===== config.mk =====
export PLATFORM = sky130hd
export DESIGN_NAME = jtframe_vtimer_cfg
export DESIGN_NICKNAME = d
export VERILOG_FILES = /design/src/rtl/jtframe_vtimer_cfg.sv
export SDC_FILE = /design/constraint.sdc
export NUM_CORES = 1
export LEC_CHECK = 0
export CORE_UTILIZATION = 43
export CTS_CLUSTER_SIZE = 12
export DETAILED_ROUTE_END_ITERATION = 16
export GPL_TIMING_DRIVEN = 1
export PLACE_DENSITY = 0.86
export SYNTH_ARGS = -nofsm -noshare
export SYNTH_HDL_FRONTEND = slang
export SYNTH_SLANG_ARGS = --single-unit

===== constraint.sdc =====
create_clock -name clk -period 1.9 [get_ports clk]
set_clock_uncertainty 0.1 [all_clocks]
set_input_delay 0.57 -clock clk [delete_from_list [all_inputs] [get_ports clk]]
set_output_delay 0.57 -clock clk [all_outputs]
set_load 0.01 [all_outputs]

===== src/rtl/jtframe_vtimer_cfg.sv =====
// Parametrised video timing generator: H/V counters, blanking, syncs, look-ahead
// render lines, optional interlaced field toggle and a line interrupt with acknowledge.
module jtframe_vtimer_cfg #(
  parameter int unsigned HW        = 9,
  parameter int unsigned VW        = 9,
  parameter int unsigned FCW       = 8,
  parameter int unsigned INTERLACE = 0,
  parameter int unsigned H_START   = 0,
  parameter int unsigned H_END     = 395,
  parameter int unsigned HB_START  = 0,
  parameter int unsigned HB_END    = 115,
  parameter int unsigned HS_START  = 30,
  parameter int unsigned HS_END    = 40,
  parameter int unsigned V_START   = 0,
  parameter int unsigned V_END     = 255,
  parameter int unsigned VB_START  = 239,
  parameter int unsigned VB_END    = 255,
  parameter int unsigned VS_START  = 244,
  parameter int unsigned VS_END    = 247
) (
  input  logic           clk,
  input  logic           rst,
  input  logic           pxl_cen,
  input  logic [VW-1:0]  irq_line,
  input  logic           irq_en,
  input  logic           irq_ack,
  output logic [HW-1:0]  H,
  output logic [VW-1:0]  vdump,
  output logic [VW-1:0]  vrender,
  output logic [VW-1:0]  vrender1,
  output logic           Hinit,
  output logic           Vinit,
  output logic           LHBL,
  output logic           LVBL,
  output logic           HS,
  output logic           VS,
  output logic           field,
  output logic [FCW-1:0] frame_cnt,
  output logic           irq
);

  localparam logic [HW-1:0] HStart   = HW'(H_START);
  localparam logic [HW-1:0] HEnd     = HW'(H_END);
  localparam logic [HW-1:0] HbStart  = HW'(HB_START);
  localparam logic [HW-1:0] HbEnd    = HW'(HB_END);
  localparam logic [HW-1:0] HsStart  = HW'(HS_START);
  localparam logic [HW-1:0] HsEnd    = HW'(HS_END);
  // Odd fields move the VS edges by half a line
  localparam logic [HW-1:0] VsColOdd = HW'(HS_START + (H_END - H_START + 1) / 2);
  localparam logic [VW-1:0] VStart   = VW'(V_START);
  localparam logic [VW-1:0] VStart1  = VW'(V_START + 1);
  localparam logic [VW-1:0] VStart2  = VW'(V_START + 2);
  localparam logic [VW-1:0] VEnd     = VW'(V_END);
  localparam logic [VW-1:0] VbStart  = VW'(VB_START);
  localparam logic [VW-1:0] VbEnd    = VW'(VB_END);
  localparam logic [VW-1:0] VsStart  = VW'(VS_START);
  localparam logic [VW-1:0] VsEnd    = VW'(VS_END);

  logic          h_end;
  logic          last_line;
  logic          irq_set;
  logic [VW-1:0] vrender1_nx;
  logic [HW-1:0] vs_col;

  always_comb begin
    h_end       = (H == HEnd);
    last_line   = (vdump == VEnd);
    vrender1_nx = (vrender1 == VEnd) ? VStart : vrender1 + VW'(1);
    vs_col      = (INTERLACE != 0 && field) ? VsColOdd : HsStart;
    irq_set     = pxl_cen && (H == HbStart) && (vdump == irq_line) && irq_en;
  end

  always_ff @(posedge clk) begin
    if (rst) begin
      H         <= HStart;
      vdump     <= VStart;
      vrender   <= VStart1;
      vrender1  <= VStart2;
      Hinit     <= 1'b0;
      Vinit     <= 1'b0;
      LHBL      <= 1'b0;
      LVBL      <= 1'b1;
      HS        <= 1'b0;
      VS        <= 1'b0;
      field     <= 1'b0;
      frame_cnt <= '0;
    end else if (pxl_cen) begin
      H     <= h_end ? HStart : H + HW'(1);
      Hinit <= h_end;
      if (h_end) begin
        vrender1 <= vrender1_nx;
        vrender  <= vrender1;
        vdump    <= vrender;
        Vinit    <= last_line;
        if (last_line) begin
          frame_cnt <= frame_cnt + FCW'(1);
          if (INTERLACE != 0) field <= ~field;
        end
      end
      // Falling edge wins when both columns coincide
      if (H == HbStart) LHBL <= 1'b0;
      else if (H == HbEnd) LHBL <= 1'b1;
      if (H == HbStart) begin
        if (vdump == VbStart) LVBL <= 1'b0;
        else if (vdump == VbEnd) LVBL <= 1'b1;
      end
      if (H == HsStart) HS <= 1'b1;
      else if (H == HsEnd) HS <= 1'b0;
      if (H == vs_col) begin
        if (vdump == VsStart) VS <= 1'b1;
        else if (vdump == VsEnd) VS <= 1'b0;
      end
    end
  end

  // A new request beats a simultaneous acknowledge
  always_ff @(posedge clk) begin
    if (rst) irq <= 1'b0;
    else if (irq_set) irq <= 1'b1;
    else if (irq_ack) irq <= 1'b0;
  end

endmodule

==> results of run 1 <==
routing by layer:
layer / vias up / track usage (%) / wire, um
met5: - / 0 / 0
met4: 0 / 11.5 / 199
met1: 1215 / 29.8 / 3110
li1: 1223 / - / -
met2: 120 / 40.2 / 3460
met3: 25 / 5.18 / 480
timing repair:
action                                  CTS  global route
endpoints found under the setup margin   79            28
endpoints found under the hold margin     0             0
resized for setup                        53            22
setup buffers                             2             1
pin swaps                                 2             1
stage by stage:
stage | std cells | util, %
after detailed placement | 449 | 62.3
after CTS | 459 | 64.4
after global placement | 449 | 62.3
after floorplan | 286 | -
after global routing | 460 | 65.5
final | 460 | 65.5
state kept, by name, indices dropped and copies added, names as in the netlist:
name and cells:
H 9, vdump 9, vrender1 9, vrender 9
frame_cnt 8, HS 1, Hinit 1, LHBL 1
LVBL 1, VS 1, Vinit 1, irq 1
final cells by class:
class / count / share of cell area [%]
clock buffers: 8 / 2.77
inverters: 3 / 0.312
multi-input cells: 210 / 36.5
flip-flops and latches: 51 / 28.8
well taps: 72 / 2.50
repair buffers: 116 / 29.1
power groups by stage:
| stage | clock network [W] | logic [W] | registers [W] |
|---|---|---|---|
| global placement | 0 | 0.000150 | 0.00110 |
| CTS | 0.000690 | 0.000154 | 0.00108 |
| floorplan | 0 | 0.0000639 | 0.00111 |
| global route | 0.000742 | 0.000167 | 0.00108 |
| finish | 0.000687 | 0.000155 | 0.00108 |
| detailed placement | 0 | 0.000156 | 0.00110 |
worst paths after layout:
kind	cells past startpoint	slack [ps]	end	startpoint
hold reg to reg	2	380	Hinit	Hinit
setup / recovery	1	50	vrender1[3]	vrender1[3]
setup reg to reg	6	110	vrender1[5]	H[0]
hold / removal	2	380	Hinit	Hinit
tightest hold or removal path: stages (launching register included):
cell and delay [ps]:
dfxtp_1 320, nand2b_1 60, a21oi_1 50
cells by family (layout without fill, tap and decap cells):
family / after synthesis / after routing
multiplexers: 3 / 3
other: 1 / 1
adder cells (fa/ha/maj): 5 / 5
flip-flops: 51 / 51
AND/OR/NAND/NOR: 132 / 132
XOR/XNOR: 18 / 18
AO/OA/AOI/OAI: 51 / 51
buffers and inverters: 25 / 127
cells in the final DEF, fill, tap and decap left out, drive strengths merged:
cell type,n
o21ai,9
dfxtp,51
o41ai,3
conb,1
nor2b,2
nand3,9
clkdlybuf4s50,16
or4,4
inv,3
nor3,13
o311a,1
nand4,14
and3,7
mux2,2
nor4b,1
a31oi,1
nand2b,1
o31ai,2
buf,52
xnor2,4
mux2i,1
dlymetal6s2s,16
nand2,52
a41oi,1
or3,6
nor2,7
nor3b,3
nor4,7
and4b,1
o311ai,3
dlygate4sd2,32
a32o,2
a21oi,28
clkbuf,8
ha,5
nand4b,2
xor2,14
a21bo,1
or2,3
==> results.md, run 1 <==
* Yosys warnings at 0
* Drt pass-1 iters at 4
* Synth top cells by count: 52 x nand2_1, 51 x dfxtp_1, 28 x a21oi_1
* CTS buffer count at 5
* CTS Root Cell: clkbuf_8
* Avg WL per Cell at 15.8 um
* Layout cells sized above 1 at approximately a quarter
* GPL Wtd Cong at 0.868
* Synth top area share at 41.7%
* Pleak at around 1.7 nW
* Mapped Area at about 0.0024 sq mm
* Final worst slack at 48.8 ps
* Core region area at around 0.0055 sq mm
* Adder-Cell Fraction of Synth Area at 2.56%
* Clock share of power at 35.8%
* Synthesized flop and latch total at 51
* Pin count of the biggest net entering global routing at 16
* Die Height at 77.4 um
* # IOs at 66
* Critical-path top delay cell: clkdlybuf4s50_1
* Synthesized Nets at 305
* Port Buffer Count at 64
* Critical path arrival at between 1000 and 1500 ps
* Internal power at 0.00149 W
* Htree depth at 2
* Largest family of logic cells by synthesized area: simple AND/OR/NAND/NOR gates
* Cell with the most instances after synthesis: nand2_1
* Via density at 5.62
* Post-Syn Instances at 286
* Syn_area_per_cell at 8.55 sq um
* Simple-gate share of the synthesized area at 29.6%
* Delay-heaviest family, CP: buffers and inverters
* Nets at 406
* Hold_ws at about 380 ps
* RSZ-0062 raised after global routing: yes
* Post-synth top area cell: dfxtp_1
* Sink Count at 51
* Synth Area in Compound Gates at roughly an eighth
* Number of diodes at 0
* Minimum clock period at between 1500 and 2000 ps
* Finished layout cell area at 0.00361 sq mm
* Tot Pwr at 0.00192 W
* Startpoint Class: register
* Setup TNS at 0 ps
* Post-Synth XOR/XNOR Area at 6.45%
* Critical Path End Type: primary output
* Synth unique cells at 43
* Initial antenna violation count at 0
* Slowest stage delay, CP at around 540 ps
* Row Count at 27
* Cell Pwr Density at around 530 mW/mm^2
* Setup WS pre-CTS at -568 ps
* First-pass GRT wire length at 11500 um
* CP required at 1230 ps
* Drt initial violations at 209
* Ys flop type: dfxtp_1
* Area contributors post-synth: dfxtp_1 42%, nand2_1 8.0%, a21oi_1 5.7%
* Net Sw Power at 0.000429 W
* Placed Area at 0.00343 sq mm
* Final-report hold violation count at 0
* Number of enable flip-flop cells after synthesis at 0
* Die Wd at 77.4 um
* Number of global-route vias before repair at about 2500
* Via count at 2583
* VDD IR max at 0.334 mV
* Fmax at 540 MHz
* FILL cells at 440
* Setup violations, final at 0
* Worst skew pair latency at 310 ps
* Fin. max-slew vios at 0
* Crit path buffers/inverters at 1
* Sequential power share at 56.1%
* Post-synthesis sequential area ratio at 41.7%
* Longest Clk Path Bufs at 2
* Clock-pin transition on the worst setup and hold timing paths at around 90 ps
* Tot GR Track Use at 24.2%
* Die ar. at 0.00599 sq mm
* Hold-fix buffers at CTS at 0
* Initial Utilization at 44.4%
* CP Cell Sequence: clkdlybuf4s50_1
* Ys async rst share at 0%
* Max FO, Critical Path at 2
* CTS tree: yes
* Status: completed
* Critical path class: reg2out
* DRC errors left at 0
* Routed Antenna Nets at 0
* Max-Cap Viols at 0
* Reg area at 0.00104 sq mm
* Gr ovfl total at 0
* Dpl hpwl at 5160 um
* Final worst path period share at 97.4%
* Post-synthesis mux area share at approximately 1.3%
* Hold Path Class: reg2reg
* Switching share of power at 22.3%
* Multi-input gate area at 0.00132 sq mm
* Gate power share at 8.1%
* Routed WL at 7250 um
* Area Growth Syn to Fin at 47.5%
(Power assumes the default switching activity.)
==> inputs of run 2 (changes only) <==
--- a/config.mk
+++ b/config.mk
@@ -5,6 +5,7 @@
 export SDC_FILE = /design/constraint.sdc
 export NUM_CORES = 1
 export LEC_CHECK = 0
+export CORE_MARGIN = 10
 export CORE_UTILIZATION = 43
 export CTS_CLUSTER_SIZE = 12
 export DETAILED_ROUTE_END_ITERATION = 16
==> run 2 against run 1 <==
Compared with the run above: worst hold slack lost 16 ps; clock power decreased by 3%; routed wire length rose by 2.4%; sequential cell count is the same; global-route usage shrank 8.0 points; core utilization shrank 1.0 points; die area up 52%; first-iteration DRC count down 5.3%; sequential power barely moved; via count decreased by 3.8%; cell count down 0.87%.
==> results.md, run 2 (synthesized netlist as in run 1, its figures left out) <==
* Critical path class: reg2out (unchanged)
* Port Buffer Count at 64 (unchanged)
* Nets at 402 (was 406)
* Die Wd at 95.4 um (was 77.4 um)
* Drt pass-1 iters at 4 (unchanged)
* Hold-fix buffers at CTS at 0 (unchanged)
* Fin cells at 456 (was 460)
* Via count at 2486 (was 2583)
* Startpoint Class: register (unchanged)
* Initial antenna violation count at 0 (unchanged)
* Fin. max-slew vios at 0 (unchanged)
* CTS tree: yes (unchanged)
* Routed Antenna Nets at 0 (unchanged)
* Hold Path Class: reg2reg (unchanged)
* Final worst path period share at 97.0% (was 97.4%)
* Longest Clk Path Bufs at 2 (unchanged)
* Slowest stage delay, CP at 540 ps (about the same)
* Critical Path End Type: primary output (unchanged)
* Delay-heaviest family, CP: buffers and inverters (unchanged)
* Most frequent cells in the layout: 52 x nand2_1, 44 x buf_4, 43 x dlygate4sd2_1, 39 x dfxtp_1, 28 x a21oi_1 (was 52 x nand2_1, 49 x buf_4, 36 x dfxtp_1, 32 x dlygate4sd2_1, 28 x a21oi_1)
* Minimum clock period at 1840 ps (was 1850 ps)
* Avg WL per Cell at 16.3 um (was 15.8 um)
* Cell Pwr Density at 534 mW/mm^2 (was 532 mW/mm^2)
* Status: completed (unchanged)
* Setup violations, final at 0 (unchanged)
* Die Height at 95.4 um (was 77.4 um)
* Critical path arrival at 1170 ps (was 1180 ps)
* Die ar. at 0.00910 sq mm (was 0.00599 sq mm)
* Layout cells sized above 1 at 21.6% (was 23.5%)
* CP Cell Sequence: clkdlybuf4s50_1 (unchanged)
* Tot Pwr at 0.00190 W (was 0.00192 W)
* Drt initial violations at 198 (was 209)
* Gr ovfl total at 0 (unchanged)
* Routed WL at 7430 um (was 7250 um)
* Row Count at 27 (unchanged)
* Crit path buffers/inverters at 1 (unchanged)
* Final worst slack at 57.7 ps (was 48.8 ps)
* First-pass GRT wire length at 11900 um (was 11500 um)
* Setup WS pre-CTS at -610 ps (was -568 ps)
* Number of diodes at 0 (unchanged)
* Final-report hold violation count at 0 (unchanged)
* Reg area at 0.00104 sq mm (about the same)
* Tot GR Track Use at 16.2% (was 24.2%)
* # IOs at 66 (unchanged)
* Most common cell after layout, fill and taps aside: nand2_1 (unchanged)
* Core region area at 0.00551 sq mm (unchanged)
* DRC errors left at 0 (unchanged)
* Reg2reg setup slack at 100 ps (was 110 ps)
* Max-Cap Viols at 0 (unchanged)
* Min-delay src: irq (was Hinit)
* Dpl cells at 445 (was 449)
* Sink Count at 51 (unchanged)
* Worst Setup SP: irq (was vrender1[3])
* Fmax at 543 MHz (was 540 MHz)
* Hold_ws at 359 ps (was 375 ps)
* Multi-input gate area at 0.00133 sq mm (was 0.00132 sq mm)
* Htree depth at 2 (unchanged)
* Area Growth Syn to Fin at 45.2% (was 47.5%)
* CP required at 1230 ps (about the same)
* Number of global-route vias before repair at 2430 (was 2481)
* Via density at 5.45 (was 5.62)
* Pin count of the biggest net entering global routing at 23 (was 16)
* VDD IR max at 0.411 mV (was 0.334 mV)
* CTS Root Cell: clkbuf_8 (unchanged)
* Worst skew pair latency at 310 ps (about the same)
* Critical-path top delay cell: clkdlybuf4s50_1 (unchanged)
* Pleak at 1.62 nW (was 1.74 nW)
* Reg2reg start: H[2] (was H[0])
* FILL cells at 453 (was 440)
* Max FO, Critical Path at 2 (unchanged)
* CTS buffer count at 5 (unchanged)
* Fin util at 64.5% (was 65.5%)
* Initial Utilization at 44.4% (unchanged)
* GPL Wtd Cong at 0.863 (was 0.868)
* Clock-pin transition on the worst setup and hold timing paths at 90 ps (about the same)
* Dpl hpwl at 5520 um (was 5160 um)
[run 2: worst register-to-register path, delay by kind of cell, from the launching register on]
family	cells	cell delay, ps
buffers and inverters	1	180
DFF	1	350
AOI/OAI and AO/OA	2	490
and+or+nand+nor	2	570
[run 2: layer usage]
metal	up-vias	wire, um	part of all wire [%]	track usage, %
met5	-	0	0	0
met4	0	104	1.4	5.16
met3	8	598	8.1	6.21
met2	83	3530	47	27.0
met1	1181	3200	43	18.8
li1	1214	-	-	-
[run 2: through the flow]
| stage | setup TNS (ps) | instance area [sq um] |
|---|---|---|
| floorplan | -59.7 | 2450 |
| global placement | -15800 | 3410 |
| detailed placement | -18170 | 3410 |
| CTS | 0 | 3510 |
| global route | -7.69 | 3550 |
| finish | 0 | 3550 |
[run 2: final timing paths]
path / to / cells past startpoint
worst min-delay path: irq / 2
worst min register to register: irq / 2
worst max register to register: frame_cnt[4] / 5
worst max-delay path: irq / 1
[run 2: what timing repair did]
action | 4_1_cts | 5_1_grt
buffers inserted | 1 | 1
gates resized for setup | 60 | 12
gates cloned | 1 | 0
pin swaps | 2 | 0
setup endpoints to repair | 75 | 37
[run 2: final cells by class]
class / instances / share of cell area [%]
Clock inverter: 2 / 0.458
Multi-Input combinational cell: 211 / 37.4
Tap cell: 72 / 2.54
Clock buffer: 6 / 2.32
Timing Repair Buffer: 111 / 27.8
Inverter: 3 / 0.317
Sequential cell: 51 / 29.2
[run 2: power by group]
group	switching, W	internal, W	leakage (nW)
clock	0.000371	0.000298	0.0474
combinational	0.0000696	0.0000796	1.16
sequential	0.00000440	0.00107	0.416
==> inputs of run 3 (changes only) <==
--- a/config.mk
+++ b/config.mk
@@ -5,6 +5,7 @@
 export SDC_FILE = /design/constraint.sdc
 export NUM_CORES = 1
 export LEC_CHECK = 0
+export CORE_ASPECT_RATIO = 1.25
 export CORE_MARGIN = 10
 export CORE_UTILIZATION = 43
 export CTS_CLUSTER_SIZE = 12
==> run 3 against run 2 <==
Compared with the run above: sequential power about the same; critical path type unchanged; register-to-register slack got worse by 20 ps; sequential cell count did not move; largest cell class unchanged.
==> results.md, run 3 (synthesized netlist as in run 1, its figures left out) <==
* Critical-path top delay cell: clkdlybuf4s50_1 (unchanged)
* GPL Wtd Cong at 0.854 (was 0.863)
* Worst Reg-to-Reg Cells at 5 (unchanged)
* Pin count of the biggest net entering global routing at 24 (was 23)
* Minimum clock period at 1870 ps (was 1840 ps)
* Pleak at 1.63 nW (was 1.62 nW)
* Routed Antenna Nets at 0 (unchanged)
* Max FO, Critical Path at 2 (unchanged)
* Fmax at 536 MHz (was 543 MHz)
* Reg2reg setup slack at 80 ps (was 100 ps)
* Final worst slack at 34.0 ps (was 57.7 ps)
* Status: completed (unchanged)
* Hold Path Class: reg2reg (unchanged)
* CTS tree: yes (unchanged)
* Longest Clk Path Bufs at 2 (unchanged)
* Clock-pin transition on the worst setup and hold timing paths at 90 ps (about the same)
* Min-delay src: irq (unchanged)
* Fin. max-slew vios at 0 (unchanged)
* Die Height at 104 um (was 95.4 um)
* Delay-heaviest family, CP: buffers and inverters (unchanged)
* Most frequent cells in the layout: 52 x nand2_1, 47 x buf_4, 39 x dfxtp_1, 39 x dlygate4sd2_1, 28 x a21oi_1 (was 52 x nand2_1, 44 x buf_4, 43 x dlygate4sd2_1, 39 x dfxtp_1, 28 x a21oi_1)
* Busiest grt layer: met2 (unchanged)
* Clock share of power at 37.2% (was 35.3%)
* Critical path arrival at 1200 ps (was 1170 ps)
* CP required at 1230 ps (about the same)
* Sequential power share at 55.3% (was 56.9%)
* Setup WS pre-CTS at -492 ps (was -610 ps)
* RSZ-0062 raised after global routing: no
* Layout cells sized above 1 at 22.5% (was 21.6%)
* Gate power share at 7.5% (was 7.9%)
* Core region area at 0.00548 sq mm (was 0.00551 sq mm)
* Worst skew pair latency at 300 ps (was 310 ps)
* Nets at 402 (unchanged)
* Setup TNS at 0 ps (unchanged)
* Via count at 2513 (was 2486)
* Row Count at 30 (was 27)
* Number of diodes at 0 (unchanged)
* Most common cell after layout, fill and taps aside: nand2_1 (unchanged)
* Die Wd at 87.5 um (was 95.4 um)
* Worst r2r dst: frame_cnt[2] (was frame_cnt[4])
* Port Buffer Count at 64 (unchanged)
* Startpoint Class: register (unchanged)
* Area Growth Syn to Fin at 45.9% (was 45.2%)
* Hold depth at 2 (unchanged)
* Setup violations, final at 0 (unchanged)
* Cell Pwr Density at 546 mW/mm^2 (was 534 mW/mm^2)
* Dpl hpwl at 5710 um (was 5520 um)
* Avg WL per Cell at 17.2 um (was 16.3 um)
* # IOs at 66 (unchanged)
* Net Sw Power at 0.000412 W (was 0.000445 W)
* Max-Cap Viols at 0 (unchanged)
* Routed WL at 7670 um (was 7430 um)
* Die ar. at 0.00912 sq mm (was 0.00910 sq mm)
* Reg2reg start: vdump[7] (was H[2])
* Met2 Use GR at 29.1% (was 27.0%)
* Finished layout cell area at 0.00357 sq mm (was 0.00355 sq mm)
* Placed Area at 0.00339 sq mm (was 0.00341 sq mm)
* Via density at 5.62 (was 5.45)
* Drt pass-1 iters at 5 (was 4)
* Hold Path End: irq (unchanged)
* DRC errors left at 0 (unchanged)
* Critical Path End Type: primary output (unchanged)
* Sink Count at 51 (unchanged)
* Crit path buffers/inverters at 1 (unchanged)
* Slowest stage delay, CP at 550 ps (was 540 ps)
* Final-report hold violation count at 0 (unchanged)
* Met1 usage at 16.7% (was 18.8%)
* Tot GR Track Use at 16.0% (was 16.2%)
* Critical path class: reg2out (unchanged)
* Switching share of power at 21.1% (was 23.5%)
* First-pass GRT wire length at 12200 um (was 11900 um)
* CTS Root Cell: clkbuf_8 (unchanged)
* FILL cells at 453 (unchanged)
* Gr ovfl total at 0 (unchanged)
* Htree depth at 2 (unchanged)
* Tot Pwr at 0.00195 W (was 0.00190 W)
* Stages on worst setup path at 1 (unchanged)
* CP Cell Sequence: clkdlybuf4s50_1 (unchanged)
* Initial Utilization at 44.6% (was 44.4%)
* Number of global-route vias before repair at 2508 (was 2430)
* Drt initial violations at 149 (was 198)
* VDD IR max at 0.353 mV (was 0.411 mV)
* Initial antenna violation count at 0 (unchanged)
* CTS buffer count at 5 (unchanged)
* Final worst path period share at 98.2% (was 97.0%)
* Internal power at 0.00154 W (was 0.00145 W)
* Met3 global-route usage at 4.70% (was 6.21%)
## run 3: cell count changes in the layout (fill, tap and decap cells not counted), sizes merged
| cell | before | now |
|---|---|---|
| clkinv | 1 | 0 |
| clkinvlp | 1 | 0 |
| buf | 47 | 48 |
| nand3 | 10 | 9 |
| clkdlybuf4s50 | 13 | 17 |
| dlygate4sd2 | 43 | 39 |
| bufinv | 0 | 1 |
## run 3: tightest hold or removal path, cell delays in order (launching register included)
cell and delay [ps]:
dfxtp_1 330, nand2_1 50, o21ai_0 50
## run 3: area by class of cell
type,count,area (sq um),area share [%]
multi-input cells,210,1360,38.2
flip-flops and latches,51,1040,29.0
repair buffers,112,976,27.3
clock inverters,1,30.0,0.842
inverters,3,11.3,0.316
clock buffers,6,72.6,2.03
well taps,64,80.1,2.24
## run 3: routing by layer
metal / vias up / wire length [um]
li1: 1210 / -
met3: 14 / 590
met2: 98 / 4110
met1: 1191 / 2850
met5: - / 0
met4: 0 / 113
## run 3: how the worst max path moves through the flow
stage | start | end | slack [ps]
3_3_place_gp | pxl_cen | frame_cnt[5] | -440
4_1_cts | vrender[8] | vrender[8] | 1
5_1_grt | vrender1[4] | vrender1[4] | 1
6_report | vrender1[5] | vrender1[5] | 30
3_5_place_dp | pxl_cen | frame_cnt[4] | -490
2_1_floorplan | pxl_cen | frame_cnt[7] | -60
## run 3: repair_timing
item	in CTS	in global routing
setup buffers	2	0
resized for setup	61	12
setup endpoints to repair	69	15
pin swaps	2	1
hold buffers	0	0
## run 3: stage by stage
| step | std cells | utilization, % | hold slack, ps |
|---|---|---|---|
| floorplan | 286 | - | 376 |
| global placement | 438 | 61.8 | 336 |
| detailed placement | 438 | 61.8 | 347 |
| CTS | 447 | 64.4 | 366 |
| global route | 447 | 65.1 | 397 |
| finish | 447 | 65.1 | 358 |
## run 3: power groups by stage
stage               sequential [W]  clock [W]  combinational (W)
floorplan                  0.00111          0          0.0000639
global placement           0.00110          0           0.000141
detailed placement         0.00110          0           0.000147
CTS                        0.00108   0.000737           0.000146
global route               0.00108   0.000774           0.000157
finish                     0.00108   0.000725           0.000146
